### config.mk
export PLATFORM = sky130hd
export DESIGN_NAME = mul4_fitness_scorer_flat
export DESIGN_NICKNAME = d
export VERILOG_FILES = /design/src/rtl/mul4_fitness_scorer_if.sv /design/src/rtl/mul4_fitness_scorer.sv /design/src/flat_wrapper.sv
export SDC_FILE = /design/constraint.sdc
export NUM_CORES = 1
export LEC_CHECK = 0
export ABC_AREA = 1
export CORE_AREA = 2 2 151 153
export CTS_BUF_LIST = sky130_fd_sc_hd__clkbuf_4
export CTS_CLUSTER_DIAMETER = 40
export DETAILED_ROUTE_END_ITERATION = 10
export DIE_AREA = 0 0 153 155
export PLACE_DENSITY = 0.79
export SLEW_MARGIN = 20
export SYNTH_ARGS = -nofsm -noshare
export SYNTH_HDL_FRONTEND = slang
export SYNTH_SLANG_ARGS = --single-unit
### constraint.sdc
create_clock -name clk -period 6 [get_ports clk]
set_input_delay 1.2 -clock clk [delete_from_list [all_inputs] [get_ports clk]]
set_output_delay 1.2 -clock clk [all_outputs]
set_load 0.05 [all_outputs]
### src/rtl/mul4_fitness_scorer_if.sv
// Signal bundle between the fitness scorer and its tournament controller / candidate.
// The scorer takes the slave side; SW must match the scorer's score width.
interface mul4_fitness_scorer_if #(
    parameter int SW = 7
);
    logic          start;
    logic          busy;
    logic [15:0]   a1;
    logic [15:0]   a0;
    logic [15:0]   b1;
    logic [15:0]   b0;
    logic [15:0]   y3;
    logic [15:0]   y2;
    logic [15:0]   y1;
    logic [15:0]   y0;
    logic          result_valid;
    logic          result_ready;
    logic [SW-1:0] score;
    logic          perfect;
    logic [15:0]   error_slices;

    modport master (
        output start, result_ready, y3, y2, y1, y0,
        input  busy, a1, a0, b1, b0, result_valid, score, perfect, error_slices
    );

    modport slave (
        input  start, result_ready, y3, y2, y1, y0,
        output busy, a1, a0, b1, b0, result_valid, score, perfect, error_slices
    );
endinterface

### src/rtl/mul4_fitness_scorer.sv
// Scores a bit-sliced 2x2 multiplier candidate: drives all 16 operand pairs,
// captures its product bits and counts correct bits over PASSES rotated passes.
//
// state   | meaning
// --------+-----------------------------------------------------------
// IDLE    | waiting for start; stimulus 0, last result held
// DRIVE   | stimulus for current pass held for SETTLE cycles
// CAPTURE | candidate outputs and golden product registered
// ACCUM   | score / error_slices updated; next pass or finish
// DONE    | result_valid high until consumer accepts
module mul4_fitness_scorer #(
    parameter int PASSES = 1,
    parameter int SETTLE = 1
) (
    input  logic                   clk,
    input  logic                   rst,
    mul4_fitness_scorer_if.slave   bus
);
    localparam int SW = $clog2(64*PASSES+1);
    localparam int CW = (SETTLE > 1) ? $clog2(SETTLE) : 1;
    localparam logic [SW-1:0] FULL_SCORE  = SW'(64*PASSES);
    localparam logic [CW-1:0] SETTLE_LOAD = CW'(SETTLE-1);
    localparam logic [3:0]    LAST_PASS   = 4'(PASSES-1);
    localparam logic [15:0]   A1_BASE     = 16'hFF00;
    localparam logic [15:0]   A0_BASE     = 16'hF0F0;
    localparam logic [15:0]   B1_BASE     = 16'hCCCC;
    localparam logic [15:0]   B0_BASE     = 16'hAAAA;

    typedef enum logic [2:0] {
        S_IDLE,
        S_DRIVE,
        S_CAPTURE,
        S_ACCUM,
        S_DONE
    } state_t;

    state_t        state_q, state_d;
    logic [3:0]    pass_q, pass_d;
    logic [CW-1:0] settle_q, settle_d;
    logic [15:0]   a1_q, a1_d, a0_q, a0_d, b1_q, b1_d, b0_q, b0_d;
    logic [63:0]   ycap_q, ycap_d, ecap_q, ecap_d;
    logic [SW-1:0] score_q, score_d;
    logic          perfect_q, perfect_d;
    logic [15:0]   err_q, err_d;

    logic [15:0]   e0, e1, e2, e3, p_a1b0, p_a0b1, p_a1b1, carry;
    logic [63:0]   diff;
    logic [15:0]   slice_mis;

    function automatic logic [15:0] rotl16(input logic [15:0] x, input logic [3:0] sh);
        logic [31:0] t;
        t = {x, x} << sh;
        return t[31:16];
    endfunction

    function automatic logic [15:0] rotr16(input logic [15:0] x, input logic [3:0] sh);
        logic [31:0] t;
        t = {x, x} >> sh;
        return t[15:0];
    endfunction

    function automatic logic [6:0] popcount64(input logic [63:0] v);
        logic [6:0] c;
        c = '0;
        for (int i = 0; i < 64; i++) begin
            c = c + {6'd0, v[i]};
        end
        return c;
    endfunction

    // Golden product evaluated bitwise on the words currently being driven
    assign p_a1b0 = a1_q & b0_q;
    assign p_a0b1 = a0_q & b1_q;
    assign p_a1b1 = a1_q & b1_q;
    assign carry  = p_a1b0 & p_a0b1;
    assign e0     = a0_q & b0_q;
    assign e1     = p_a1b0 ^ p_a0b1;
    assign e2     = p_a1b1 ^ carry;
    assign e3     = p_a1b1 & carry;

    assign diff      = ycap_q ^ ecap_q;
    assign slice_mis = diff[63:48] | diff[47:32] | diff[31:16] | diff[15:0];

    always_comb begin
        state_d   = state_q;
        pass_d    = pass_q;
        settle_d  = settle_q;
        a1_d      = a1_q;
        a0_d      = a0_q;
        b1_d      = b1_q;
        b0_d      = b0_q;
        ycap_d    = ycap_q;
        ecap_d    = ecap_q;
        score_d   = score_q;
        perfect_d = perfect_q;
        err_d     = err_q;

        case (state_q)
            S_IDLE: begin
                if (bus.start) begin
                    state_d   = S_DRIVE;
                    pass_d    = '0;
                    settle_d  = SETTLE_LOAD;
                    a1_d      = A1_BASE;
                    a0_d      = A0_BASE;
                    b1_d      = B1_BASE;
                    b0_d      = B0_BASE;
                    score_d   = '0;
                    perfect_d = 1'b0;
                    err_d     = '0;
                end
            end
            S_DRIVE: begin
                if (settle_q == '0) begin
                    state_d = S_CAPTURE;
                end else begin
                    settle_d = settle_q - CW'(1);
                end
            end
            S_CAPTURE: begin
                ycap_d  = {bus.y3, bus.y2, bus.y1, bus.y0};
                ecap_d  = {e3, e2, e1, e0};
                state_d = S_ACCUM;
            end
            S_ACCUM: begin
                score_d = score_q + SW'(popcount64(~diff));
                // Mismatch was seen at rotated slice positions; map back to the base slice
                err_d   = err_q | rotr16(slice_mis, pass_q);
                if (pass_q == LAST_PASS) begin
                    state_d   = S_DONE;
                    a1_d      = '0;
                    a0_d      = '0;
                    b1_d      = '0;
                    b0_d      = '0;
                    perfect_d = (score_d == FULL_SCORE);
                end else begin
                    state_d  = S_DRIVE;
                    pass_d   = pass_q + 4'd1;
                    settle_d = SETTLE_LOAD;
                    a1_d     = rotl16(A1_BASE, pass_q + 4'd1);
                    a0_d     = rotl16(A0_BASE, pass_q + 4'd1);
                    b1_d     = rotl16(B1_BASE, pass_q + 4'd1);
                    b0_d     = rotl16(B0_BASE, pass_q + 4'd1);
                end
            end
            S_DONE: begin
                if (bus.result_ready) begin
                    state_d = S_IDLE;
                end
            end
            default: state_d = S_IDLE;
        endcase
    end

    always_ff @(posedge clk) begin
        if (rst) begin
            state_q   <= S_IDLE;
            pass_q    <= '0;
            settle_q  <= '0;
            a1_q      <= '0;
            a0_q      <= '0;
            b1_q      <= '0;
            b0_q      <= '0;
            ycap_q    <= '0;
            ecap_q    <= '0;
            score_q   <= '0;
            perfect_q <= 1'b0;
            err_q     <= '0;
        end else begin
            state_q   <= state_d;
            pass_q    <= pass_d;
            settle_q  <= settle_d;
            a1_q      <= a1_d;
            a0_q      <= a0_d;
            b1_q      <= b1_d;
            b0_q      <= b0_d;
            ycap_q    <= ycap_d;
            ecap_q    <= ecap_d;
            score_q   <= score_d;
            perfect_q <= perfect_d;
            err_q     <= err_d;
        end
    end

    assign bus.busy         = (state_q == S_DRIVE) || (state_q == S_CAPTURE) || (state_q == S_ACCUM);
    assign bus.result_valid = (state_q == S_DONE);
    assign bus.a1           = a1_q;
    assign bus.a0           = a0_q;
    assign bus.b1           = b1_q;
    assign bus.b0           = b0_q;
    assign bus.score        = score_q;
    assign bus.perfect      = perfect_q;
    assign bus.error_slices = err_q;
endmodule

### src/flat_wrapper.sv
// flat-port wrapper written by rule: the top's interface ports become plain ports
module mul4_fitness_scorer_flat 
#(
    parameter int PASSES = 1,
    parameter int SETTLE = 1
)
  (clk, rst, bus_start, bus_result_ready, bus_y3, bus_y2, bus_y1, bus_y0, bus_busy, bus_a1, bus_a0, bus_b1, bus_b0, bus_result_valid, bus_score, bus_perfect, bus_error_slices);
  mul4_fitness_scorer_if #(.SW(7)) bus_i ();
  input  logic clk;
  input  logic rst;
  input wire logic [$bits(bus_i.start)-1:0] bus_start;
  input wire logic [$bits(bus_i.result_ready)-1:0] bus_result_ready;
  input wire logic [$bits(bus_i.y3)-1:0] bus_y3;
  input wire logic [$bits(bus_i.y2)-1:0] bus_y2;
  input wire logic [$bits(bus_i.y1)-1:0] bus_y1;
  input wire logic [$bits(bus_i.y0)-1:0] bus_y0;
  output wire logic [$bits(bus_i.busy)-1:0] bus_busy;
  output wire logic [$bits(bus_i.a1)-1:0] bus_a1;
  output wire logic [$bits(bus_i.a0)-1:0] bus_a0;
  output wire logic [$bits(bus_i.b1)-1:0] bus_b1;
  output wire logic [$bits(bus_i.b0)-1:0] bus_b0;
  output wire logic [$bits(bus_i.result_valid)-1:0] bus_result_valid;
  output wire logic [$bits(bus_i.score)-1:0] bus_score;
  output wire logic [$bits(bus_i.perfect)-1:0] bus_perfect;
  output wire logic [$bits(bus_i.error_slices)-1:0] bus_error_slices;
  assign bus_i.start = bus_start;
  assign bus_i.result_ready = bus_result_ready;
  assign bus_i.y3 = bus_y3;
  assign bus_i.y2 = bus_y2;
  assign bus_i.y1 = bus_y1;
  assign bus_i.y0 = bus_y0;
  assign bus_busy = bus_i.busy;
  assign bus_a1 = bus_i.a1;
  assign bus_a0 = bus_i.a0;
  assign bus_b1 = bus_i.b1;
  assign bus_b0 = bus_i.b0;
  assign bus_result_valid = bus_i.result_valid;
  assign bus_score = bus_i.score;
  assign bus_perfect = bus_i.perfect;
  assign bus_error_slices = bus_i.error_slices;
  mul4_fitness_scorer #(.PASSES(PASSES), .SETTLE(SETTLE)) u_core (.clk(clk), .rst(rst), .bus(bus_i));
endmodule
* Word level (Yosys, flattened, before mapping) *
Index checks and enable logic that the tools add are counted.

cells by class
  equality and inequality tests = 10
  reductions and logical operators = 11
  shifts and indexed selects = 5
  multiplexer cells = 30
  bitwise logic cells = 14
  add/subtract/negate cells = 66

operator list
  cell                     number
  $add A7 B1 Y7            62
  $pmux W16 S2             5
  $mux W16                 9
  $shl A32 B4 Y32 const A  4
  $and A16 B16 Y16         6
  $not A64 Y64             1
  $or A16 B16 Y16          4
  $xor A64 B64 Y64         1
  $shr A32 B4 Y16          1
  $xor A16 B16 Y16         2
  $pmux W3 S5              1
  $pmux W7 S2              1
  $mux W3                  4
  $reduce_and A3 Y1        4
  $mux W4                  2
  $ne A2 B2 Y1 const B     4
  $pmux W4 S2              1
  $add A7 B7 Y7            1
  $eq A7 B7 Y1 const B     1
  $mux W7                  1
  $eq A3 B2 Y1 const B     2
  $add A4 B1 Y4 const B    1
  $logic_not A4 Y1         1
  $mux W1                  4
  other kinds (12)         13

word-level totals
  output and inout port bits = 90
  bits in registers = 224

* Logic depth before layout (Yosys ltp) *
Gate-level depths: netlist of the first run.

  word-level depth = 69
  depth in mapped cells = 29
  mapped depth without buffers = 29

* Least setup slack after synthesis of the first run *
OpenSTA, ideal clock, no wires.

  path type = register -> register
  start point = register u_core.ecap_q[9]
  end point = register u_core.perfect_q (netlist: u_core.bus.perfect)
  cell stages (with the launch flop) = 26
  setup time = 0.132 ns
  required time = 5.868 ns
  setup slack = -0.357 ns
  data arrival time = 6.224 ns
  cells stage by stage = dfxtp_1 -> xor2_1 -> inv_1 -> ha_1 -> fa_1 -> fa_1 -> inv_1 -> fa_1 -> fa_1 -> fa_1 -> fa_1 -> fa_1 -> fa_1 -> inv_1 -> ha_1 -> inv_1 -> fa_1 -> o21ai_1 -> nand2_1 -> nand2_1 -> a21oi_1 -> nand2b_1 -> nand3_1 -> inv_1 -> nand2_1 -> a21oi_1

between the ends
  word-level cells in the longest chain between the ends = 61

RTL lines
  element                      RTL line                    source
  from (decl)                  mul4_fitness_scorer.sv:41   logic [63:0] ycap_q, ycap_d, ecap_q, ecap_d;
  from (signal assigned)       mul4_fitness_scorer.sv:178  ecap_q <= ecap_d;
  $xor A64 B64 Y64             mul4_fitness_scorer.sv:81   assign diff = ycap_q ^ ecap_q;
  $not A64 Y64                 mul4_fitness_scorer.sv:126  score_d = score_q + SW'(popcount64(~diff));
  $add A7 B1 Y7 (55 in a row)  mul4_fitness_scorer.sv:66   c = c + {6'd0, v[i]};
  $add A7 B7 Y7                mul4_fitness_scorer.sv:126
  $eq A7 B7 Y1                 mul4_fitness_scorer.sv:135  perfect_d = (score_d == FULL_SCORE);
  $mux W1                      mul4_fitness_scorer.sv:129  if (pass_q == LAST_PASS) begin
  $pmux W1 S2                  mul4_fitness_scorer.sv:98   case (state_q)
  to (signal assigned)         mul4_fitness_scorer.sv:180  perfect_q <= perfect_d;
  to (decl)                    mul4_fitness_scorer.sv:43   logic perfect_q, perfect_d;

No other way between the ends. The select of a mux whose other input is x is not followed.
A chain may end at the register's enable or synchronous reset.

* Final worst setup path of the first run *
  start point = register u_core.ycap_q[46]
  end point = register u_core.perfect_q (netlist: u_core.bus.perfect)

between the ends
  word-level cells in the longest chain between the ends = 24

RTL lines
  element                      RTL line                    source
  from (decl)                  mul4_fitness_scorer.sv:41
  from (signal assigned)       mul4_fitness_scorer.sv:177  ycap_q <= ycap_d;
  $xor A64 B64 Y64             mul4_fitness_scorer.sv:81
  $not A64 Y64                 mul4_fitness_scorer.sv:126
  $add A7 B1 Y7 (18 in a row)  mul4_fitness_scorer.sv:66
  $add A7 B7 Y7                mul4_fitness_scorer.sv:126
  $eq A7 B7 Y1                 mul4_fitness_scorer.sv:135
  $mux W1                      mul4_fitness_scorer.sv:129
  $pmux W1 S2                  mul4_fitness_scorer.sv:98

No other way between the ends. The select of a mux whose other input is x is not followed.

==> reports/qor.txt, run 1 <==
CP Max Fanout: 3
Final Hold Vio Count: 0
Syn Std Cell Area: 11400 µm²
design area: 13600 µm²
Core ar.: 22200 µm²
post-synth top area cell: dfxtp_1
WL final: 33500 µm
worst hold path class: register to register
max-slew violation count: 0
FILL cells: 1993
vias in the first global route: 9914
area grow syn2layout: 19.8%
unrepaired setup endpoints after global routing: yes
R2R depth: 22
DP Area: 13200 µm²
Crit. Startpoint: u_core.ycap_q[46]
root buffer selected by CTS: clkbuf_4
DR vias: 10600
library cells used by synthesis: 44
failing checks: setup timing
Die ar.: 23700 µm²
Pre-antenna DRT Iters: 6
most frequent cell after synthesis: nand2_1
syn avg cell area: 7.27 µm²
DR vias/cell: 5.29
IO buf count: 157
Fin Setup TNS: -0.981 ns
crit share post-route: 105%
Seq/Total Area, Yosys: 31.9%
FFs w/ async S/R, synth: 0%
Overflow after GRT: 0
Routability Congestion: 0.935
worst reg2reg path startpoint: u_core.ycap_q[46]
CTS max path bufs: 2
Detailed Place HPWL: 25800 µm
worst setup margin: -0.273 ns
Setup CP Type: register to register
I/O Pins: 158
Yosys warning count: 0
Critical Path AT: 6.79 ns
Die Ht: 155 µm
width of the die: 153 µm
first-pass GRT wire length: 51900 µm
Worst Max-Slew Pin Slew: 0.973 ns
Gate Count Post-Synth: 1563
total global-route track usage: 27.9%
Max Clock Freq: 159 MHz
Setup-failing EPs final: 5
drt wl/cell: 16.8 µm
CTS tree: built
H-tree depth: 4
status: finished, violations left
CP Launch Type: register
Worst setup EP type: register
reg-to-reg slack, setup: -0.27 ns
largest net degree at the start of global routing: 127
clk_skew: 0.0198 ns
clock transition at the registers of the reported paths: 0.16 ns
Most used DFF post-synth: dfxtp_1
Tmin final: 6.27 ns
CTS sink count: 181
Max Cap Violations: 0
number of nets at the end of the flow: 1892
detailed-route DRC error count: 0
top-area cell type share of the netlist area: 31.9%
Worst Path Required: 6.52 ns
Yosys reg bits: 181
Clock Latency Late Sink: 0.59 ns
CP endpoint: u_core.bus.perfect
initial antenna violation count: 1
synth cell count leaders: 250 x nand2_1, 223 x inv_1, 207 x nor2_1
Final ANT Viol Nets: 0
drt initial violations: 956
Site Rows: 55
Rel. slew slack: 35.1%
r2r endpoint: u_core.bus.perfect
share of cells above drive strength 1: 11.8%
CTS Buf Count: 17
top cells by area, synth: dfxtp_1 32%, fa_1 9.7%, nand2_1 8.3%, ha_1 7.8%, inv_1 7.4%
Initial Util: 51.1%
hold_ws: 0.482 ns
EDFF count, synth: 0
Synthesized Nets: 1757
final core occ: 61.2%
==> routing by layer <==
layer  global-route usage (%)  vias to the layer above  routed length (µm)
met3                     5.43                       57                2430
met4                     8.95                        0                1060
met2                     46.1                      394               15600
met5                        0                        -                   0
li1                         -                     5168                   -
met1                     37.2                     4944               14500
==> critical path: stages (launching register included) <==
cell,delay (ns)
dfxtp_2,0.37
nor2_2,0.12
nor2_2,0.07
fa_1,0.54
inv_1,0.06
fa_2,0.57
inv_2,0.05
fa_2,0.57
fa_1,0.41
fa_1,0.57
fa_1,0.43
fa_1,0.56
fa_1,0.44
inv_1,0.07
ha_2,0.18
inv_2,0.04
fa_2,0.37
o21ai_2,0.16
xor2_1,0.21
nand4_1,0.12
nor2_1,0.12
nand2_1,0.07
a21oi_2,0.10
==> metrics by stage <==
stage	worst slack, ns	instances
CTS	-0.308	1993
global route	-0.533	1995
global placement	-0.215	1962
detailed placement	-0.343	1962
floorplan	-0.0490	1563
finish	-0.273	1995
==> cell usage in the layout (no fill, tap or decap), types with 3 or more instances in the layout <==
cell type        count
inv_6                3
a211oi_2             3
nand2_2             12
inv_1              210
nor2_2               9
nand3_2              3
nand2_1            238
a21oi_2              6
dfxtp_2             19
xor2_1              13
ha_1                68
nor2_1             200
clkinv_1             4
fa_1                49
buf_4               61
a211oi_1            10
clkbuf_4            17
clkdlybuf4s50_1    156
o211ai_1             7
dfxtp_1            162
o21ai_0            117
nand2_4              3
clkinv_2             3
inv_2               30
xor2_2               7
nand3_1            134
a21oi_1            104
xnor2_1              4
clkinv_4             3
o21ai_1             15
fa_2                 6
nor3_1               5
==> registers in the layout, summed over array words and instances (netlist names), 4 cells and up <==
register,flops
u_core.bus.b1,4
u_core.pass_q,4
u_core.bus.score,7
u_core.bus.error_slices,16
u_core.ycap_q,64
u_core.bus.a1,16
u_core.bus.a0,8
u_core.ecap_q,56
==> cell families after synthesis <==
| kind of cell | Yosys count | share of synthesized area, % |
|---|---|---|
| flip-flops | 181 | 31.9 |
| buffers and inverters | 347 | 13.5 |
| AND/OR/NAND/NOR | 613 | 22.3 |
| adder cells (fa/ha/maj) | 126 | 17.5 |
| AO/OA/AOI/OAI | 271 | 12.8 |
| XOR/XNOR | 25 | 1.99 |
==> worst min-delay path by stage <==
stage / endpoint / slack, ns / start / cells after the start
2_1_floorplan: u_core.ecap_q[16] / 0.44 / u_core.ecap_q[16] / 2
3_3_place_gp: u_core.ecap_q[51] / 0.46 / u_core.ecap_q[51] / 2
3_5_place_dp: u_core.ecap_q[25] / 0.46 / u_core.ecap_q[25] / 2
4_1_cts: u_core.ecap_q[25] / 0.48 / u_core.ecap_q[25] / 2
5_1_grt: u_core.ycap_q[13] / 0.51 / u_core.ycap_q[13] / 2
6_report: u_core.ecap_q[27] / 0.48 / u_core.ecap_q[27] / 2
==> area by class of cell <==
type | instances | area (µm²) | share of cell area [%]
Multi-Input combinational cell | 1035 | 6400 | 47.0
Antenna cell | 1 | 2.50 | 0.0184
Sequential cell | 181 | 3650 | 26.8
Clock buffer | 17 | 128 | 0.937
Clock inverter | 13 | 110 | 0.809
Timing Repair Buffer | 219 | 2040 | 15.0
Inverter | 244 | 928 | 6.82
Tap cell | 285 | 357 | 2.62
==> repair_timing <==
item	CTS	global route
setup buffers	1	1
endpoints found under the setup margin	7	7
pin swaps	14	23
hold buffers	0	0
gates resized for setup	12	58
cloned	0	0
Power of run 1 is left out: the tool's default activity adds up to more than one toggle a clock period on the data nets, which glitch-free logic cannot reach.
==> run 2, diff against run 1 <==
--- a/config.mk
+++ b/config.mk
@@ -6,6 +6,7 @@
 export NUM_CORES = 1
 export LEC_CHECK = 0
 export ABC_AREA = 1
+export CAP_MARGIN = 20
 export CORE_AREA = 2 2 151 153
 export CTS_BUF_LIST = sky130_fd_sc_hd__clkbuf_4
 export CTS_CLUSTER_DIAMETER = 40
@@ -16,3 +17,4 @@
 export SYNTH_ARGS = -nofsm -noshare
 export SYNTH_HDL_FRONTEND = slang
 export SYNTH_SLANG_ARGS = --single-unit
+export TNS_END_PERCENT = 5
==> reports/qor.txt, run 2 (synthesized netlist as in run 1, its figures left out) <==
CTS tree: built
Routability Congestion: 0.935 (unchanged)
Worst Min Path Start: u_core.ecap_q[27]
Critical Path AT: 6.80 ns (about the same)
hold buffer count at CTS: 0 (unchanged)
Final Hold Vio Count: 0 (unchanged)
DR vias/cell: 5.27 (-0.40%)
I/O Pins: 158 (unchanged)
H-tree depth: 4 (unchanged)
detailed-route DRC error count: 0 (unchanged)
root buffer selected by CTS: clkbuf_4
FILL cells: 2016 (+1.2%)
final non-filler cell total: 1994 (-0.050%)
crit-path most repeated cell: fa_1
Setup CP Type: register to register
most frequent cells in the layout: 246 x nand2_1, 218 x inv_1, 205 x nor2_1
CTS max path bufs: 2 (unchanged)
CTS Buf Count: 17 (unchanged)
clk_skew: 0.0193 ns (-0.000552 ns)
IO buf count: 157 (unchanged)
Max Cap Violations: 0 (unchanged)
Initial Util: 51.1% (unchanged)
Worst Max-Slew Pin Slew: 0.980 ns (+0.00604 ns)
clock transition at the registers of the reported paths: 0.15 ns (about the same)
CP Launch Type: register
final core occ: 60.7% (-0.52 points)
drt wl/cell: 16.8 µm (-0.22%)
unrepaired setup endpoints after global routing: yes
top flop regs: u_core.ycap_q (64), u_core.ecap_q (56)
Rel. slew slack: 34.7% (-0.40 points)
Largest Register: u_core.ycap_q
Core ar.: 22200 µm² (unchanged)
reg-to-reg slack, setup: -0.33 ns (-0.06 ns)
WHS Endpoint: u_core.ecap_q[27]
area grow syn2layout: 18.8%
failing checks: setup timing
worst reg2reg path startpoint: u_core.ecap_q[38]
status: finished, violations left
Detailed Place HPWL: 25800 µm (unchanged)
total global-route track usage: 28.0% (about the same)
Die Ht: 155 µm (unchanged)
Overflow after GRT: 0 (unchanged)
Max stage delay on crit path: 0.58 ns (about the same)
Worst path slowest cell: fa_2
worst hold path class: register to register
CP Max Fanout: 3 (unchanged)
Site Rows: 55 (unchanged)
Placed Cells: 1962 (unchanged)
most common cell after layout, fill and taps aside: nand2_1
initial antenna violation count: 1 (unchanged)
Clock Latency Late Sink: 0.60 ns (about the same)
vias in the first global route: 9929 (+0.15%)
Die ar.: 23700 µm² (unchanged)
Fin Setup TNS: -1.19 ns (-0.205 ns)
crit share post-route: 105% (+0.94 points)
R2R depth: 26 (+18%)
DR vias: 10500 (-0.44%)
share of cells above drive strength 1: 9.43% (-2.3 points)
Pre-antenna DRT Iters: 7 (+1)
number of nets at the end of the flow: 1891 (-0.053%)
Worst setup EP type: register
Tmin final: 6.33 ns (+0.0561 ns)
Worst Path Required: 6.47 ns (-0.05 ns)
Final ANT Viol Nets: 0 (unchanged)
Max Clock Freq: 158 MHz (-0.89%)
cell depth of the worst hold path: 2 (unchanged)
worst setup margin: -0.329 ns (-0.0561 ns)
r2r endpoint: u_core.bus.perfect
WL final: 33400 µm (-0.27%)
max-slew violation count: 0 (unchanged)
Setup-failing EPs final: 6 (+1)
width of the die: 153 µm (unchanged)
number of flip-flops under the largest register name: 64 (unchanged)
first-pass GRT wire length: 52000 µm (about the same)
largest net degree at the start of global routing: 127 (unchanged)
CTS sink count: 181 (unchanged)
drt initial violations: 951 (-0.52%)
==> run 2: changes by cell type in the layout (fill, tap and decap cells not counted), sizes merged <==
cell | before | now
buf | 63 | 62
==> run 2: layer usage <==
metal	share of wire [%]	GRT usage [%]
met1	42	37.2
met2	46	45.9
met3	8.1	5.68
met4	3.1	9.26
met5	0	0
==> run 2: metrics by stage <==
step / hold WS (ns) / cell area [µm²] / worst slack, ns
3_3_place_gp: 0.457 / 13200 / -0.215
4_1_cts: 0.483 / 13400 / -0.308
6_report: 0.482 / 13500 / -0.329
2_1_floorplan: 0.444 / 11400 / -0.0490
5_1_grt: 0.512 / 13500 / -0.545
3_5_place_dp: 0.463 / 13200 / -0.343
==> run 2: repair_timing <==
action,in CTS,in global routing
setup endpoints to repair,7,7
pin swaps,7,2
gates resized for setup,8,22
hold endpoints to repair,0,0
buffers inserted,1,0
==> run 2: layout make-up <==
type / instances / area, µm² / share of cell area, %
diodes: 1 / 2.50 / 0.0185
flip-flops and latches: 181 / 3640 / 26.9
repair buffers: 218 / 2040 / 15.1
clock buffers: 17 / 128 / 0.945
well taps: 285 / 357 / 2.64
multi-input cells: 1035 / 6300 / 46.7
clock inverters: 13 / 110 / 0.816
inverters: 244 / 928 / 6.88
==> run 2: worst max path at each step <==
stage,startpoint,cells past startpoint,end,slack [ns]
after global placement,u_core.ycap_q[1],25,u_core.bus.perfect,-0.21
after detailed placement,u_core.ycap_q[60],28,u_core.bus.perfect,-0.34
after floorplan,u_core.ecap_q[9],25,u_core.bus.perfect,-0.05
after CTS,u_core.ecap_q[9],25,u_core.bus.perfect,-0.31
final,u_core.ecap_q[38],26,u_core.bus.perfect,-0.33
after global routing,u_core.ecap_q[60],28,u_core.bus.perfect,-0.54
==> run 2: worst max-delay path: cells and delay by family, from the launching register on <==
| family | cells | cell delay (ns) |
|---|---|---|
| compound gates | 3 | 0.26 |
| fa+ha+maj | 10 | 4.62 |
| buf+inv | 6 | 0.33 |
| flops | 1 | 0.36 |
| simple gates | 7 | 0.64 |
Power of run 2 is left out for the same reason.
